$ cat src/rtl/ssram_arbiter_2to1_if.sv
`default_nettype none
// ============================================================================
// Module   : ssram_arbiter_2to1_if
// Purpose  : Bundles both requester ports and the shared SSRAM port.
// Revision : 1.0 - initial release
// ============================================================================
interface ssram_arbiter_2to1_if #(
   parameter int AW = 12
);
   logic          m0_req;
   logic          m0_we;
   logic [3:0]    m0_wb;
   logic [AW-1:0] m0_addr;
   logic [31:0]   m0_wdata;
   logic          m0_gnt;
   logic          m0_rvalid;
   logic [31:0]   m0_rdata;

   logic          m1_req;
   logic          m1_we;
   logic [3:0]    m1_wb;
   logic [AW-1:0] m1_addr;
   logic [31:0]   m1_wdata;
   logic          m1_gnt;
   logic          m1_rvalid;
   logic [31:0]   m1_rdata;

   logic          sram_en;
   logic          sram_we;
   logic [3:0]    sram_wb;
   logic [AW-1:0] sram_addr;
   logic [31:0]   sram_din;
   logic [31:0]   sram_dout;

   // Requesters plus the SRAM model sit on the master side.
   modport master (
      output m0_req, m0_we, m0_wb, m0_addr, m0_wdata,
      input  m0_gnt, m0_rvalid, m0_rdata,
      output m1_req, m1_we, m1_wb, m1_addr, m1_wdata,
      input  m1_gnt, m1_rvalid, m1_rdata,
      input  sram_en, sram_we, sram_wb, sram_addr, sram_din,
      output sram_dout
   );

   modport slave (
      input  m0_req, m0_we, m0_wb, m0_addr, m0_wdata,
      output m0_gnt, m0_rvalid, m0_rdata,
      input  m1_req, m1_we, m1_wb, m1_addr, m1_wdata,
      output m1_gnt, m1_rvalid, m1_rdata,
      output sram_en, sram_we, sram_wb, sram_addr, sram_din,
      input  sram_dout
   );
endinterface
`default_nettype wire

$ cat src/rtl/ssram_arbiter_2to1.sv
`default_nettype none
// ============================================================================
// Module   : ssram_arbiter_2to1
// Purpose  : Round-robin 2:1 arbiter sharing one single-port SSRAM.
// Revision : 1.0 - initial release
// ============================================================================
module ssram_arbiter_2to1 #(
   parameter int AW = 12
) (
   input  logic                 HCLK,
   input  logic                 HRESETn,
   ssram_arbiter_2to1_if.slave  bus
);

   logic          r_last_gnt;
   logic [1:0]    r_rd_pend;
   logic [31:0]   r_hold0;
   logic [31:0]   r_hold1;

   logic          w_gnt0;
   logic          w_gnt1;
   logic          w_we;
   logic [3:0]    w_wb;
   logic [AW-1:0] w_addr;
   logic [31:0]   w_din;

   // Grants are masked while reset is held so the SRAM stays idle even with req high.
   always_comb begin
      w_gnt0 = HRESETn & bus.m0_req & (~bus.m1_req | r_last_gnt);
      w_gnt1 = HRESETn & bus.m1_req & (~bus.m0_req | ~r_last_gnt);
      w_we   = (w_gnt0 & bus.m0_we) | (w_gnt1 & bus.m1_we);
      w_wb   = 4'b0000;
      if (w_gnt0 && bus.m0_we) begin
         w_wb = bus.m0_wb;
      end else if (w_gnt1 && bus.m1_we) begin
         w_wb = bus.m1_wb;
      end
      w_addr = w_gnt1 ? bus.m1_addr  : bus.m0_addr;
      w_din  = w_gnt1 ? bus.m1_wdata : bus.m0_wdata;
   end

   assign bus.m0_gnt    = w_gnt0;
   assign bus.m1_gnt    = w_gnt1;
   assign bus.sram_en   = w_gnt0 | w_gnt1;
   assign bus.sram_we   = w_we;
   assign bus.sram_wb   = w_wb;
   assign bus.sram_addr = w_addr;
   assign bus.sram_din  = w_din;

   always_ff @(posedge HCLK or negedge HRESETn) begin
      if (!HRESETn) begin
         r_last_gnt <= 1'b1;
         r_rd_pend  <= 2'b00;
         r_hold0    <= 32'h0;
         r_hold1    <= 32'h0;
      end else begin
         if (w_gnt0 || w_gnt1) begin
            r_last_gnt <= w_gnt1;
         end
         r_rd_pend <= {w_gnt1 & ~bus.m1_we, w_gnt0 & ~bus.m0_we};
         if (r_rd_pend[0]) begin
            r_hold0 <= bus.sram_dout;
         end
         if (r_rd_pend[1]) begin
            r_hold1 <= bus.sram_dout;
         end
      end
   end

   // Each port keeps its last word so the other port's traffic cannot disturb it.
   assign bus.m0_rvalid = r_rd_pend[0];
   assign bus.m1_rvalid = r_rd_pend[1];
   assign bus.m0_rdata  = r_rd_pend[0] ? bus.sram_dout : r_hold0;
   assign bus.m1_rdata  = r_rd_pend[1] ? bus.sram_dout : r_hold1;

endmodule
`default_nettype wire

$ cat src/flat_wrapper.sv
// flat-port wrapper written by rule: the top's interface ports become plain ports
module ssram_arbiter_2to1_flat 
#(
   parameter int AW = 12
)
  (HCLK, HRESETn, bus_m0_req, bus_m0_we, bus_m0_wb, bus_m0_addr, bus_m0_wdata, bus_m0_gnt, bus_m0_rvalid, bus_m0_rdata, bus_m1_req, bus_m1_we, bus_m1_wb, bus_m1_addr, bus_m1_wdata, bus_m1_gnt, bus_m1_rvalid, bus_m1_rdata, bus_sram_en, bus_sram_we, bus_sram_wb, bus_sram_addr, bus_sram_din, bus_sram_dout);
  ssram_arbiter_2to1_if #(.AW(AW)) bus_i ();
  input  logic HCLK;
  input  logic HRESETn;
  input wire logic [$bits(bus_i.m0_req)-1:0] bus_m0_req;
  input wire logic [$bits(bus_i.m0_we)-1:0] bus_m0_we;
  input wire logic [$bits(bus_i.m0_wb)-1:0] bus_m0_wb;
  input wire logic [$bits(bus_i.m0_addr)-1:0] bus_m0_addr;
  input wire logic [$bits(bus_i.m0_wdata)-1:0] bus_m0_wdata;
  output wire logic [$bits(bus_i.m0_gnt)-1:0] bus_m0_gnt;
  output wire logic [$bits(bus_i.m0_rvalid)-1:0] bus_m0_rvalid;
  output wire logic [$bits(bus_i.m0_rdata)-1:0] bus_m0_rdata;
  input wire logic [$bits(bus_i.m1_req)-1:0] bus_m1_req;
  input wire logic [$bits(bus_i.m1_we)-1:0] bus_m1_we;
  input wire logic [$bits(bus_i.m1_wb)-1:0] bus_m1_wb;
  input wire logic [$bits(bus_i.m1_addr)-1:0] bus_m1_addr;
  input wire logic [$bits(bus_i.m1_wdata)-1:0] bus_m1_wdata;
  output wire logic [$bits(bus_i.m1_gnt)-1:0] bus_m1_gnt;
  output wire logic [$bits(bus_i.m1_rvalid)-1:0] bus_m1_rvalid;
  output wire logic [$bits(bus_i.m1_rdata)-1:0] bus_m1_rdata;
  output wire logic [$bits(bus_i.sram_en)-1:0] bus_sram_en;
  output wire logic [$bits(bus_i.sram_we)-1:0] bus_sram_we;
  output wire logic [$bits(bus_i.sram_wb)-1:0] bus_sram_wb;
  output wire logic [$bits(bus_i.sram_addr)-1:0] bus_sram_addr;
  output wire logic [$bits(bus_i.sram_din)-1:0] bus_sram_din;
  input wire logic [$bits(bus_i.sram_dout)-1:0] bus_sram_dout;
  assign bus_i.m0_req = bus_m0_req;
  assign bus_i.m0_we = bus_m0_we;
  assign bus_i.m0_wb = bus_m0_wb;
  assign bus_i.m0_addr = bus_m0_addr;
  assign bus_i.m0_wdata = bus_m0_wdata;
  assign bus_m0_gnt = bus_i.m0_gnt;
  assign bus_m0_rvalid = bus_i.m0_rvalid;
  assign bus_m0_rdata = bus_i.m0_rdata;
  assign bus_i.m1_req = bus_m1_req;
  assign bus_i.m1_we = bus_m1_we;
  assign bus_i.m1_wb = bus_m1_wb;
  assign bus_i.m1_addr = bus_m1_addr;
  assign bus_i.m1_wdata = bus_m1_wdata;
  assign bus_m1_gnt = bus_i.m1_gnt;
  assign bus_m1_rvalid = bus_i.m1_rvalid;
  assign bus_m1_rdata = bus_i.m1_rdata;
  assign bus_sram_en = bus_i.sram_en;
  assign bus_sram_we = bus_i.sram_we;
  assign bus_sram_wb = bus_i.sram_wb;
  assign bus_sram_addr = bus_i.sram_addr;
  assign bus_sram_din = bus_i.sram_din;
  assign bus_i.sram_dout = bus_sram_dout;
  ssram_arbiter_2to1 #(.AW(AW)) u_core (.HCLK(HCLK), .HRESETn(HRESETn), .bus(bus_i));
endmodule
$ cat config.mk
export PLATFORM = sky130hd
export DESIGN_NAME = ssram_arbiter_2to1_flat
export DESIGN_NICKNAME = d
export VERILOG_FILES = /design/src/rtl/ssram_arbiter_2to1_if.sv /design/src/rtl/ssram_arbiter_2to1.sv /design/src/flat_wrapper.sv
export SDC_FILE = /design/constraint.sdc
export NUM_CORES = 1
export LEC_CHECK = 0
export ABC_CLOCK_PERIOD_IN_PS = 1600
export CAP_MARGIN = 20
export CORE_MARGIN = 2
export CORE_UTILIZATION = 30
export DETAILED_ROUTE_END_ITERATION = 8
export GPL_TIMING_DRIVEN = 0
export PLACE_DENSITY = 0.78
export SETUP_SLACK_MARGIN = 0.5
export SYNTH_ARGS = -nofsm -noshare
export SYNTH_HDL_FRONTEND = slang
export SYNTH_SLANG_ARGS = --single-unit
$ cat constraint.sdc
create_clock -name HCLK -period 1.6 [get_ports HCLK]
set_input_delay 0.32 -clock HCLK [delete_from_list [all_inputs] [get_ports HCLK]]
set_output_delay 0.32 -clock HCLK [all_outputs]
set_load 0.005 [all_outputs]
Yosys cells after proc, flatten, opt, wreduce, memory -nomap -nowiden
Cells that the tools add are included.
Widths: inputs -> output; s select.
{ "word_totals": {"regBits": 67, "inputBits": 134, "out_inout_bits": 118} }
{ "classes": {"mux": 6, "bitwise_logic": 17, "n_reduce_logical": 3} }
{ "ops": {"columns": ["op", "n"], "rows": [
  ["$mux 32", 3],
  ["$mux 12", 1],
  ["$and 1x1->1", 8],
  ["$mux 4", 2],
  ["$not 1->1", 5],
  ["$or 1x1->1", 4],
  ["$logic_and 1x1->1", 2],
  ["$logic_or 1x1->1", 1]
]} }

Depth between registers and ports, before layout
{ "logic_depth": {"word_depth": 6, "ltp_mapped": 4} }

Worst setup path before layout
Ideal clock, no wire load.
{ "synth_timing": {"kind": "register -> output", "from": "register u_core.r_last_gnt", "to": "output bus_sram_addr[0]", "t_arrival_ns": 1.269, "t_required_ns": 1.280, "setup_slack_ns": 0.011, "path_stages_with_launch": 5, "path_cell_list": "dfstp_2 > nand2_1 > nand3_4 > clkbuf_8 > mux2_2"} }
{ "synth_between": {"elab_chain_len": 4} }
{ "synth_rtl": {"columns": ["item", "line_no", "rtl"], "rows": [
  ["from (decl)", "ssram_arbiter_2to1.sv:15", "logic r_last_gnt;"],
  ["from (signal assigned)", "ssram_arbiter_2to1.sv:58", "r_last_gnt <= w_gnt1;"],
  ["$not 1->1", "ssram_arbiter_2to1.sv:30", "w_gnt1 = HRESETn & bus.m1_req & (~bus.m0_req | ~r_last_gnt);"],
  ["$or 1x1->1", "ssram_arbiter_2to1.sv:30", null],
  ["$and 1x1->1", "ssram_arbiter_2to1.sv:30", null],
  ["$mux 12", "ssram_arbiter_2to1.sv:38", "w_addr = w_gnt1 ? bus.m1_addr : bus.m0_addr;"],
  ["to (decl)", "flat_wrapper.sv:29", "output wire logic [$bits(bus_i.sram_addr)-1:0] bus_sram_addr;"]
]} }
No other way between the ends.

Worst setup path in the final report
{ "layout_timing": {"from": "register u_core.r_last_gnt", "to": "output bus_sram_din[0]"} }
{ "layout_between": {"elab_chain_len": 4} }
{ "layout_rtl": {"columns": ["item", "line_no", "rtl"], "rows": [
  ["$not 1->1", "ssram_arbiter_2to1.sv:30", null],
  ["$or 1x1->1", "ssram_arbiter_2to1.sv:30", null],
  ["$and 1x1->1", "ssram_arbiter_2to1.sv:30", null],
  ["$mux 32", "ssram_arbiter_2to1.sv:39", "w_din = w_gnt1 ? bus.m1_wdata : bus.m0_wdata;"],
  ["to (decl)", "flat_wrapper.sv:30", "output wire logic [$bits(bus_i.sram_din)-1:0] bus_sram_din;"]
]} }
No other way between the ends.

==> impl_metrics.csv <==
group,metric,value,unit
floorplan,die_x,106,um
timing,post-route-period-util,135,%
timing,maxSlewViolCount,0,
logic_synthesis,yosys.area.top_type_share,52.9,%
finish,antenna_cells,0,
critical_path,worst-path-buf-inv,3,
logic_synthesis,ys.flop_type,"dfrtp_1",
critical_path,critical_path_peak_fanout,7,
logic_synthesis,muxShareOfSynthArea,39.3,%
critical_path,critPathLaunch,"u_core.r_last_gnt",
cts,clk_path_buf_depth,2,
global_routing,grt_overflow,0,
cts,root_buffer,"clkbuf_8",
finish,nets,708,
timing,max_slew.worst_pin.slew,0.829,ns
finish,drive_gt1_share,64.6,%
logic_synthesis,synth-adder-area-share,0,%
cts,cts_tree,"yes",
finish,utilization,78.7,%
drt,routed_wl,13800,um
critical_path,cpMaxStageDelayCell,"dfstp_2",
floorplan,rows,37,
logic_synthesis,synth_compound_area_share,2.04,%
logic_synthesis,synth_area_leader_cell,"dfrtp_1",
timing,finalCriticalPeriod,2.16,ns
logic_synthesis,synth_cells,203,
cts,cts_htree_levels,3,
global_routing,grt_pass1_wl,19700,um
timing,slew_headroom,44.5,%
global_routing,grtUsageTotal,23.3,%
logic_synthesis,synth_nets,337,
cts,worstSkewPairLatency,0.34,ns
timing,clock_skew,0.00535,ns
timing,setup_viol,115,
finish,area_growth,158,%
global_routing,grt_pass1_vias,3544,
logic_synthesis,synth_top_family_by_area,"multiplexers",
critical_path,crit_path_max_incr_delay,0.56,ns
critical_path,required,1.28,ns
run,max-cap-violations,0,
timing,rsz0062_at_grt,"true",
logic_synthesis,ys_seq_elements,67,
status,violations,"hold timing, setup timing",
power,total_power,7.55,mW
placement,dp_hpwl,8800,um
drt,dr.pass1.iters,4,
logic_synthesis,synth-simple-area-share,1.80,%
timing,fmax,0.463,GHz
critical_path,cp.arrival,1.84,ns
placement,dp_cells,590,
status,status,"complete, but fails checks",
logic_synthesis,yosys_warnings,0,
logic_synthesis,synth_commonest_cells,"101 x mux2_2, 66 x dfrtp_1, 6 x buf_2",
cts,numCtsBuffers,9,
drt,drt-initial-drc-count,80,
floorplan,die_h,106,um
logic_synthesis,ys_types,19,
placement,gp_congestion,0.741,
drt,routed_via_density,4.45,
hold_path,hp-class,"input port to asynchronous set/reset pin",
cts,cts_sinks,67,
drt,via_count,3182,
power,power.density,937,nW/um^2
critical_path,cp_cell_sequence,"nand2_4, nand3_4, clkbuf_8, buf_4, mux2_4, buf_6",
placement,io_buffers,251,
logic_synthesis,ys_seq_area_share,53.7,%
finish,stdcell_count,715,
logic_synthesis,synth_xor_area_share,0,%
timing,hold_slack,-0.217,ns
cts,cts.clk_slew.worst_paths,0.07,ns
floorplan,num_io_pins,252,
drt,avgRoutedWirePerCell,19.2,um
logic_synthesis,netlist_area,3120,um^2
critical_path,cp_top_family,"flip-flops",
logic_synthesis,synth_edf_count,0,
global_routing,grt_max_degree,37,
logic_synthesis,yosys-top-cells-area,"dfrtp_1 53%, mux2_2 36%, clkbuf_8 1.8%",
timing,hold_viol,49,
critical_path,critPathCaptureType,"output port",
floorplan,die_area,11200,um^2
logic_synthesis,synthMostInstantiatedCell,"mux2_2",
power,vdd_ir_drop_max,0.000587,V
power,p_leak,3.89,nW
floorplan,core,10200,um^2
drt,antenna_left,0,
critical_path,critPathLaunchType,"flop",
logic_synthesis,syn_area_per_cell,15.4,um^2
timing,timing.final.ws_setup,-0.561,ns
drt,drcViolationCount,0,
critical_path,r2r_start,"u_core.r_rd_pend[0]",
logic_synthesis,ys_async_sr_fraction,100,%
global_routing,antenna_found_initial,0,
placement,dpl_worst_slack,-1.19,ns
floorplan,initial_core_util,30.5,%
critical_path,crit_type,"flop to output port",
==> layer usage <==
metal / part of all wire, % / GRT usage [%]
met4: 2.3 / 6.67
met5: 0 / 0
met1: 36 / 25.1
met3: 6.0 / 6.87
met2: 56 / 43.9
==> flip-flops by register name, indices dropped and copies added, names as in the netlist <==
name               count
u_core.r_rd_pend       2
u_core.r_hold1        32
u_core.r_hold0        32
u_core.r_last_gnt      1
==> worst paths after layout <==
check / to / slack [ns] / cells past startpoint
worst max-delay path: bus_sram_din[0] / -0.56 / 6
worst min-delay path: u_core.r_hold0[31] / -0.22 / 1
worst max register to register: u_core.r_hold0[25] / 0.03 / 7
worst min register to register: u_core.r_hold1[1] / 0.50 / 1
max in group asynchronous: u_core.r_hold1[26] / 0.35 / 2
min in group HCLK: u_core.r_last_gnt / 0.29 / 2
==> kinds of logic (layout without fill, tap and decap cells) <==
| group | count (synthesis) | count (layout) |
|---|---|---|
| simple gates | 8 | 9 |
| buf+inv | 13 | 388 |
| mux | 108 | 108 |
| compound gates | 7 | 7 |
| flops | 67 | 67 |
==> cell type report <==
type | count | area, um^2
well taps | 136 | 170
clock inverters | 6 | 111
clock buffers | 10 | 138
flip-flops and latches | 67 | 1680
multi-input cells | 124 | 1780
inverters | 1 | 8.76
plain buffers | 12 | 260
repair buffers | 359 | 3900
fillers | 603 | 2180
==> metrics by stage <==
step | TNS (ns) | hold slack [ns] | cell area [um^2]
after CTS | -46.79 | -0.233 | 7730
final | -44.54 | -0.217 | 8050
after global placement | -333.48 | 0.476 | 6310
after detailed placement | -69.42 | 0.476 | 6300
after global routing | -51.53 | -0.239 | 8050
after floorplan | 0 | 0.0244 | 3620
==> cell usage in the layout (no fill, tap or decap), drive strengths merged <==
cell type / count
clkbuf: 23
bufinv: 3
nor2: 2
dfrtp: 66
dlygate4sd3: 1
nor3b: 1
a21o: 1
a32o: 4
a22o: 1
nor3: 1
buf: 225
bufbuf: 2
o21a: 1
inv: 2
nand3: 2
nor2b: 1
clkinv: 1
nand2: 2
mux2: 108
dfstp: 1
clkdlybuf4s50: 130
clkinvlp: 1
==> what timing repair did <==
item / in CTS / in global routing
buffers inserted: 72 / 27
resized for setup: 661 / 51
cloned: 9 / 0
setup endpoints to repair: 181 / 200
hold buffers: 1 / 1
hold endpoints to repair: 67 / 67
pin swaps: 1 / 2
==> report_power, final <==
group	switching, mW	internal [mW]	total [mW]
registers	0.144	2.11	2.25
clock network	0.651	1.08	1.73
logic	1.08	2.48	3.56
(Power assumes the default switching activity.)
